File: config.mk
export PLATFORM = sky130hd
export DESIGN_NAME = avr_io_intc_flat
export DESIGN_NICKNAME = d
export VERILOG_FILES = /design/src/rtl/avr_io_intc_pkg.sv /design/src/rtl/avr_io_intc_if.sv /design/src/rtl/avr_prio_enc.sv /design/src/rtl/avr_io_intc.sv /design/src/flat_wrapper.sv
export SDC_FILE = /design/constraint.sdc
export NUM_CORES = 1
export LEC_CHECK = 0
export CAP_MARGIN = 30
export CORE_MARGIN = 5
export CORE_UTILIZATION = 54
export CTS_CLUSTER_DIAMETER = 50
export DETAILED_ROUTE_END_ITERATION = 16
export GPL_TIMING_DRIVEN = 0
export PLACE_DENSITY = 0.83
export SLEW_MARGIN = 10
export SYNTH_ARGS = -nofsm -noshare
export SYNTH_HDL_FRONTEND = slang
export SYNTH_SLANG_ARGS = --single-unit
File: constraint.sdc
create_clock -name clk -period 3.58 [get_ports clk]
set_clock_uncertainty 0.2 [all_clocks]
set_input_delay 0.358 -clock clk [delete_from_list [all_inputs] [get_ports clk]]
set_output_delay 0.358 -clock clk [all_outputs]
set_load 0.005 [all_outputs]
File: src/rtl/avr_io_intc_pkg.sv
// Shared constants and register layout for the AVR I/O-space interrupt controller.
// Also used by the core-side top level for its address decode.
package avr_io_intc_pkg;

    localparam int unsigned DW = 8;
    localparam int unsigned AW = 2;

    // Register offsets within the 4-register window.
    typedef enum logic [AW-1:0] {
        INTC_IMSK  = 2'd0,
        INTC_IPEND = 2'd1,
        INTC_IMODE = 2'd2,
        INTC_ICTL  = 2'd3
    } intc_reg_e;

    localparam int unsigned ICTL_GIE       = 0;
    localparam int unsigned ICTL_IVECT_LSB = 4;
    localparam int unsigned ICTL_IFLAG     = 7;

    // ICTL read layout: iflag in bit 7, ivect in bits 6:4, GIE in bit 0.
    typedef struct packed {
        logic       iflag;
        logic [2:0] ivect;
        logic [2:0] rsvd;
        logic       gie;
    } ictl_t;

    function automatic logic [DW-1:0] ictl_pack(input logic iflag, input logic [2:0] ivect,
                                                input logic gie);
        ictl_t r;
        r.iflag = iflag;
        r.ivect = ivect;
        r.rsvd  = 3'b000;
        r.gie   = gie;
        return DW'(r);
    endfunction

endpackage

File: src/rtl/avr_io_intc_if.sv
// I/O-space register bus between avr_core (master) and a peripheral (slave).
interface avr_io_intc_if;
    import avr_io_intc_pkg::*;

    logic          io_re;
    logic          io_we;
    logic [AW-1:0] io_a;
    logic [DW-1:0] io_di;
    logic [DW-1:0] io_do;

    modport master (output io_re, output io_we, output io_a, output io_di, input io_do);
    modport slave  (input io_re, input io_we, input io_a, input io_di, output io_do);

endinterface

File: src/rtl/avr_prio_enc.sv
// Combinational lowest-index-first priority encoder; idx is 0 when no request is set.
module avr_prio_enc #(
    parameter int unsigned N = 8,
    parameter int unsigned W = 3
) (
    input  logic [N-1:0] req,
    output logic         any,
    output logic [W-1:0] idx
);

    // Scan downward so the lowest set index is the last one written.
    always_comb begin
        any = |req;
        idx = '0;
        for (int i = int'(N) - 1; i >= 0; i--) begin
            if (req[i]) idx = W'(i);
        end
    end

endmodule

File: src/rtl/avr_io_intc.sv
// Interrupt controller: mask, edge/level mode, sticky pending and global enable,
// driving avr_core iflag/ivect and exposing IMSK/IPEND/IMODE/ICTL on the I/O bus.
module avr_io_intc
    import avr_io_intc_pkg::*;
#(
    parameter int unsigned NIRQ = 8,
    parameter int unsigned IVW  = 3,
    parameter int unsigned SYNC = 0
) (
    input  logic             clk,
    input  logic             rst,
    avr_io_intc_if.slave     bus,
    input  logic [NIRQ-1:0]  irq,
    input  logic             iack,
    output logic             iflag,
    output logic [IVW-1:0]   ivect
);

    logic [NIRQ-1:0] s;
    logic [NIRQ-1:0] prev_q, prev_d;
    logic [NIRQ-1:0] msk_q, msk_d;
    logic [NIRQ-1:0] mode_q, mode_d;
    logic [NIRQ-1:0] pend_q, pend_d;
    logic            gie_q, gie_d;
    logic            iflag_q, iflag_d;
    logic [IVW-1:0]  ivect_q, ivect_d;
    logic [NIRQ-1:0] w1c, ack, active;
    logic            enc_any;
    logic [IVW-1:0]  enc_idx;
    logic [DW-1:0]   rdata_c;

    // Optional two-flop synchroniser for asynchronous irq sources.
    if (SYNC != 0) begin : g_sync
        logic [NIRQ-1:0] sync1_q, sync1_d;
        logic [NIRQ-1:0] sync2_q, sync2_d;

        always_comb begin
            sync1_d = irq;
            sync2_d = sync1_q;
        end

        always_ff @(posedge clk) begin
            if (rst) begin
                sync1_q <= '0;
                sync2_q <= '0;
            end else begin
                sync1_q <= sync1_d;
                sync2_q <= sync2_d;
            end
        end

        assign s = sync2_q;
    end else begin : g_nosync
        assign s = irq;
    end

    assign active = pend_q & msk_q;

    avr_prio_enc #(
        .N (NIRQ),
        .W (IVW)
    ) u_enc (
        .req (active),
        .any (enc_any),
        .idx (enc_idx)
    );

    // Register writes, W1C/ack decode and pending update.
    always_comb begin
        msk_d  = msk_q;
        mode_d = mode_q;
        gie_d  = gie_q;
        w1c    = '0;
        ack    = '0;
        pend_d = pend_q;
        prev_d = s;

        if (bus.io_we) begin
            case (intc_reg_e'(bus.io_a))
                INTC_IMSK:  msk_d  = bus.io_di[NIRQ-1:0];
                INTC_IPEND: w1c    = bus.io_di[NIRQ-1:0];
                INTC_IMODE: mode_d = bus.io_di[NIRQ-1:0];
                INTC_ICTL:  gie_d  = bus.io_di[ICTL_GIE];
                default: ;
            endcase
        end

        for (int i = 0; i < int'(NIRQ); i++) begin
            ack[i] = iack && iflag_q && (ivect_q == IVW'(i));
            // A new edge beats a clear in the same cycle.
            if (mode_q[i]) pend_d[i] = (s[i] & ~prev_q[i]) | (pend_q[i] & ~(w1c[i] | ack[i]));
            else           pend_d[i] = s[i];
        end

        iflag_d = gie_q & enc_any;
        ivect_d = enc_idx;
    end

    always_ff @(posedge clk) begin
        if (rst) begin
            prev_q  <= '0;
            msk_q   <= '0;
            mode_q  <= '0;
            pend_q  <= '0;
            gie_q   <= 1'b0;
            iflag_q <= 1'b0;
            ivect_q <= '0;
        end else begin
            prev_q  <= prev_d;
            msk_q   <= msk_d;
            mode_q  <= mode_d;
            pend_q  <= pend_d;
            gie_q   <= gie_d;
            iflag_q <= iflag_d;
            ivect_q <= ivect_d;
        end
    end

    // Same-cycle read data, forced to zero when not selected so it can be OR-ed onto the bus.
    always_comb begin
        rdata_c = '0;
        if (bus.io_re) begin
            case (intc_reg_e'(bus.io_a))
                INTC_IMSK:  rdata_c = DW'(msk_q);
                INTC_IPEND: rdata_c = DW'(pend_q);
                INTC_IMODE: rdata_c = DW'(mode_q);
                INTC_ICTL:  rdata_c = ictl_pack(iflag_q, 3'(ivect_q), gie_q);
                default: ;
            endcase
        end
    end

    assign bus.io_do = rdata_c;
    assign iflag     = iflag_q;
    assign ivect     = ivect_q;

endmodule

File: src/flat_wrapper.sv
// flat-port wrapper written by rule: the top's interface ports become plain ports
module avr_io_intc_flat import avr_io_intc_pkg::*;
#(
    parameter int unsigned NIRQ = 8,
    parameter int unsigned IVW  = 3,
    parameter int unsigned SYNC = 0
)
  (clk, rst, irq, iack, iflag, ivect, bus_io_re, bus_io_we, bus_io_a, bus_io_di, bus_io_do);
  avr_io_intc_if bus_i ();
  input  logic clk;
  input  logic rst;
  input  logic [NIRQ-1:0] irq;
  input  logic iack;
  output logic iflag;
  output logic [IVW-1:0] ivect;
  input wire logic [$bits(bus_i.io_re)-1:0] bus_io_re;
  input wire logic [$bits(bus_i.io_we)-1:0] bus_io_we;
  input wire logic [$bits(bus_i.io_a)-1:0] bus_io_a;
  input wire logic [$bits(bus_i.io_di)-1:0] bus_io_di;
  output wire logic [$bits(bus_i.io_do)-1:0] bus_io_do;
  assign bus_i.io_re = bus_io_re;
  assign bus_i.io_we = bus_io_we;
  assign bus_i.io_a = bus_io_a;
  assign bus_i.io_di = bus_io_di;
  assign bus_io_do = bus_i.io_do;
  avr_io_intc #(.NIRQ(NIRQ), .IVW(IVW), .SYNC(SYNC)) u_core (.clk(clk), .rst(rst), .bus(bus_i), .irq(irq), .iack(iack), .iflag(iflag), .ivect(ivect));
endmodule
==> flow_summary.toml, run 1 <==
[die]
start_util_pct = 56.3
fp.dieArea_mm2 = 0.00441
die_y_um = 66.4
core_mm2 = 0.00305
dieWidth_um = 66.4
std_cell_rows = 20
ioPinCount = 35

[flow_run]
drv_cap = 0

[route]
drtIter0Drc = 137
wl_per_cell_um = 16.9
ant_nets = 0
vias_per_cell = 5.75
vias = 1563
dr.pass1.iters = 4
routed_wl_um = 4600
post-route-drc-count = 0

[place]
gp_congestion = 0.910
place_ws_ns = 0.684
dp_hpwl_um = 3360
numPortBuffers = 34

[sta]
whs_ns = 0.283
slew_violations = 0
final.setup.worst_slack_ns = 0.674
fin_tns_setup_ns = 0
max_freq_mhz = 344
grt_setup_unrepaired = "no"
tightest_slew_ns = 0.555
layout_min_cycle_time_ns = 2.91
slew_headroom_pct = 63.0
finalCritPeriodShare_pct = 81.2
finalSetupViolations = 0
hold_violations = 0

[synth]
yosys.area.top_type_share_pct = 43.1
synth_warnings = 0
syn_nets = 210
synth_area_mm2 = 0.00172
synth_largest_area_cell = "dfxtp_1"
ys_seq_elements = 37
avgSynthCellArea_um2 = 9.19
synthCells = 187
ys_types = 27
ys_seq_area_share_pct = 43.1
synth.area.top_cells = "dfxtp_1, mux2i_1, nand2_1"

[clocking]
h-tree-depth = 2
cts_hold_buffers = 0
numCtsBuffers = 5
cts_setup_buffers = 0
clk_pin_slew_ns = 0.10
cts.sinks = 37
cts_tree = "done"
cts_resized = 0
insertion_delay_ns = 0.34
root_buffer = "clkbuf_4"
clockBufferDepth = 2

[power]
leakage_nw = 0.870
power_mw = 0.769
powerDensity_mw_per_mm2 = 354
vdd_drop_max_uv = 213

[critical_path]
cpMaxStageDelayCell = "clkdlybuf4s50_1"
path_max_fanout = 10
max_stage_delay_ns = 0.60
critical-path-top-delay-family = "buffers and inverters"
crit_type = "in2out"
cp_num_buf_inv = 3
end_kind = "primary output"
crit_chain = "clkdlybuf4s50_1, buf_4, mux4_2, and2_1, clkdlybuf4s50_1"
startpoint_type = "primary input"
arrival_ns = 2.35
critPathMostFrequentCell = "clkdlybuf4s50_1"
required_ns = 3.02

[hold_path]
hold_path_class = "reg2reg"

[grt]
antenna_found_initial = 0
grt_pass1_wl_um = 7270
overflow = 0
grt_max_degree = 11
grt_usage_pct = 22.4
grt_pass1_vias = 1617

[final_layout]
nNetsFinal = 251
register_area_um2 = 741
multi_input_area_um2 = 930
antenna_cells = 0
fillers = 255
drive_gt1_share_pct = 7.46
syn_to_final_growth_pct = 26.2

[run_status]
status = "finished, final reports clean"
where the power goes:
group	internal, mW	switching (mW)	leakage (nW)	total [mW]
clock	0.0927	0.130	0.0314	0.223
sequential	0.429	0.0153	0.304	0.444
combinational	0.0565	0.0447	0.535	0.101
total	0.578	0.190	0.870	0.769
cell usage in the layout (no fill, tap or decap):
cell / Yosys / routed
nand2_1: 39 / 39
mux4_2: 3 / 3
nor3_1: 2 / 2
buf_4: 2 / 2
a32o_1: 1 / 1
and3_1: 2 / 2
a21oi_1: 2 / 2
mux4_1: 2 / 2
nor3b_1: 1 / 1
a211oi_1: 5 / 5
dfxtp_1: 37 / 37
clkbuf_1: 2 / 3
and2_1: 8 / 8
nand3b_1: 3 / 3
and3b_1: 1 / 1
nor2b_1: 9 / 9
a2111oi_2: 2 / 2
a41oi_1: 1 / 1
clkdlybuf4s50_1: 0 / 34
a22oi_1: 3 / 3
a21o_1: 2 / 2
buf_6: 1 / 1
nand3_1: 4 / 4
o21ai_0: 11 / 11
nor2_1: 18 / 18
mux2i_1: 20 / 20
clkbuf_4: 0 / 5
buf_2: 3 / 3
clkbuf_8: 0 / 1
nand2b_1: 3 / 3
worst register-to-register path, stage by stage, from the launching register on:
cell and delay, ns:
dfxtp_1 0.35, nand3b_1 0.27, nor3_1 0.26, a2111oi_2 0.08, a21o_1 0.15
flip-flops by register name (all words and copies together) (netlist names):
| signal | cells |
|---|---|
| u_core.gie_q | 1 |
| u_core.iflag | 1 |
| u_core.msk_q | 8 |
| u_core.pend_q | 8 |
| u_core.mode_q | 8 |
| u_core.ivect | 3 |
| u_core.prev_q | 8 |
metrics by stage:
stage	instances	util, %	area (um^2)
6_report	272	71.1	2170
5_1_grt	272	71.1	2170
4_1_cts	272	71.1	2170
3_5_place_dp	265	69.3	2110
3_3_place_gp	265	69.3	2110
2_1_floorplan	187	-	1720
final cells by class:
class                           instances  area share (%)
Buffer                                  8            2.25
Clock buffer                            7            2.54
Multi-Input combinational cell        142            42.8
Sequential cell                        37            34.1
Tap cell                               44            2.54
Timing Repair Buffer                   34            15.7
Yosys cell counts (all sizes together):
library cell	n
and3b	1
nand3b	3
a32o	1
a211oi	5
buf	6
a22oi	3
clkbuf	2
nand3	4
a2111oi	2
nor3b	1
nand2b	3
and2	8
a21o	2
o21ai	11
mux2i	20
a41oi	1
nand2	39
mux4	5
nor3	2
a21oi	2
nor2	18
nor2b	9
dfxtp	37
and3	2
kinds of logic after synthesis:
group,after synthesis,synth area share [%]
AND/OR/NAND/NOR,90,24.5
flip-flops,37,43.1
AO/OA/AOI/OAI,27,11.0
multiplexers,25,18.6
buffers and inverters,8,2.84
worst paths after layout:
check	from	endpoint	slack, ns	cells past startpoint
max	bus_io_a[1]	bus_io_do[6]	0.67	5
min reg2reg	u_core.prev_q[2]$_SDFF_PP0_	u_core.pend_q[2]$_SDFF_PP0_	0.28	3
max reg2reg	u_core.ivect[2]$_SDFF_PP0_	u_core.pend_q[0]$_SDFF_PP0_	2.18	4
min	u_core.prev_q[2]$_SDFF_PP0_	u_core.pend_q[2]$_SDFF_PP0_	0.28	3
metal layers:
layer	global-route usage, %	share of wire, %	vias up	wire length [um]
li1	-	-	734	-
met1	25.2	41	737	1900
met2	37.9	49	85	2240
met3	7.65	8.9	7	408
met4	10.2	1.3	0	58
met5	0	0	-	0
No activity file was read; power rests on OpenSTA's default activity.
==> run 2: changes to the inputs <==
CORE_UTILIZATION = 45   (was 54)
PLACE_DENSITY = 0.74   (was 0.83)
clock period = 2.6 ns   (was 3.58 ns; I/O delays follow)
==> run 2 against run 1 <==
  * Power increased by 48%
  * Routed wire length decreased by 5.5%
  * Sequential share of layout area shrank 0.58 points
  * Clock power up 73%
  * Combinational power grew 38%
  * Non-clock buffer count unchanged
  * Final area grew 1.7%
  * Largest power group unchanged
  * Hold slack got worse by 0.011 ns
  * Critical endpoint is now bus_io_do[2]
  * Sequential power increased by 37%
  * Register-to-register slack worse by 1.1 ns
  * Die area grew 17%
  * Sequential cell count unchanged
==> flow_summary.toml, run 2 (synthesis results as in run 1) <==
[run_status]
status = "finished, final reports clean"

[place]
dpl.cell_count = 269
place_ws_ns = -0.0882
dp_hpwl_um = 3180
gp_congestion = 0.849
numPortBuffers = 34

[critical_path]
crit_path_start = "bus_io_a[0]"
required_ns = 2.14
startpoint_type = "primary input"
arrival_ns = 2.00
path_max_fanout = 10
end_kind = "primary output"
r2r-end = "u_core.pend_q[0]$_SDFF_PP0_"
endpoint = "bus_io_do[2]"
rrSetupSlack_ns = 1.08
reg2reg_depth = 4
crit_type = "in2out"
rr_startpoint = "u_core.ivect[2]$_SDFF_PP0_"

[grt]
grt.busiest_layer = "met2"
grt_util_met2_pct = 29.3
overflow = 0
use_met1_pct = 23.6
use_met3_pct = 3.51
grt_pass1_wl_um = 7200
grt_pass1_vias = 1463
grt_usage_pct = 18.2
grt_max_degree = 11
antenna_found_initial = 0

[power]
switching_share_pct = 24.2
p_int_mw = 0.860
power.share.sequential_pct = 53.8
vdd_drop_max_uv = 327
p_sw_mw = 0.275
powerDensity_mw_per_mm2 = 514
combPwrFrac_pct = 12.2
p_clk_share_pct = 34.0
leakage_nw = 0.882
power_mw = 1.13

[route]
drtIter0Drc = 80
dr.pass1.iters = 4
vias = 1486
post-route-drc-count = 0
wl_per_cell_um = 15.7
routed_wl_um = 4350
vias_per_cell = 5.36
ant_nets = 0

[sta]
fin_tns_setup_ns = 0
max_freq_mhz = 406
whs_ns = 0.272
slew_violations = 0
finalCritPeriodShare_pct = 94.7
final.setup.worst_slack_ns = 0.139
grt_setup_unrepaired = "no"
slew_headroom_pct = 61.3
hold_violations = 0
finalSetupViolations = 0
tightest_slew_ns = 0.581
layout_min_cycle_time_ns = 2.46

[clocking]
clockBufferDepth = 2
cts_tree = "done"
cts.sinks = 37
insertion_delay_ns = 0.29
root_buffer = "clkbuf_8"
clk_pin_slew_ns = 0.07
cts_hold_buffers = 0
h-tree-depth = 2
cts_setup_buffers = 0
numCtsBuffers = 5

[final_layout]
antenna_cells = 0
final_common_cell = "nand2_1"
syn_to_final_growth_pct = 28.4
final_cell_mix = "nand2_1, dfxtp_1, clkdlybuf4s50_1, mux2i_1, nor2_1"
fin_cells = 277
drive_gt1_share_pct = 7.42
nNetsFinal = 251

[die]
std_cell_rows = 22
core_mm2 = 0.00369
die_y_um = 71.8
dieWidth_um = 71.8
start_util_pct = 46.6
ioPinCount = 35
fp.dieArea_mm2 = 0.00516

[hold_path]
hold_path_class = "reg2reg"

[flow_run]
drv_cap = 0
## run 2: cell types whose count changed in the layout (fill, tap and decap cells not counted), sizes merged
cell	delta
clkbuf	+2
buf	-1
clkdlybuf4s50	-1
dlygate4sd2	+1
## run 2: cell type report
type                    count  area [um^2]
multi-input cells         142          932
clock buffers               8         80.1
flip-flops and latches     37          741
well taps                  48         60.1
plain buffers               8         55.1
repair buffers             34          339
fillers                   354         1480
## run 2: power by group through the flow
stage | Sequential (mW) | Clock [mW] | Combinational (mW)
4_1_cts | 0.610 | 0.394 | 0.139
3_3_place_gp | 0.622 | 0 | 0.136
2_1_floorplan | 0.617 | 0 | 0.0698
5_1_grt | 0.613 | 0.420 | 0.151
3_5_place_dp | 0.623 | 0 | 0.138
6_report | 0.610 | 0.386 | 0.139
## run 2: stage by stage
stage / utilization (%) / cell area [um^2]
3_5_place_dp: 57.5 / 2120
5_1_grt: 59.8 / 2210
6_report: 59.8 / 2210
2_1_floorplan: - / 1720
3_3_place_gp: 57.5 / 2120
4_1_cts: 59.7 / 2200
## run 2: repair_timing
item                                    CTS  global route
gates cloned                              0             0
endpoints found under the setup margin    3             3
endpoints found under the hold margin     0             0
gates resized for setup                   2             2
## run 2: critical path: stages
cell	delay [ns]
clkdlybuf4s50_1	0.52
clkbuf_4	0.24
nor2b_2	0.20
nand2_1	0.07
o21ai_0	0.07
and2_1	0.14
clkdlybuf4s50_1	0.49
## run 2: worst min-delay path by stage
stage,from,end,depth (start not counted)
2_1_floorplan,rst,u_core.prev_q[1]$_SDFF_PP0_,1
3_3_place_gp,u_core.prev_q[0]$_SDFF_PP0_,u_core.pend_q[0]$_SDFF_PP0_,2
3_5_place_dp,u_core.prev_q[7]$_SDFF_PP0_,u_core.pend_q[7]$_SDFF_PP0_,3
4_1_cts,u_core.prev_q[0]$_SDFF_PP0_,u_core.pend_q[0]$_SDFF_PP0_,2
5_1_grt,u_core.prev_q[5]$_SDFF_PP0_,u_core.pend_q[5]$_SDFF_PP0_,3
6_report,u_core.prev_q[7]$_SDFF_PP0_,u_core.pend_q[7]$_SDFF_PP0_,3
## run 2: layer usage
layer | wire length, um | vias up
met5 | 0 | -
met4 | 77 | 0
met3 | 242 | 8
met2 | 2050 | 46
met1 | 1980 | 697
li1 | - | 735
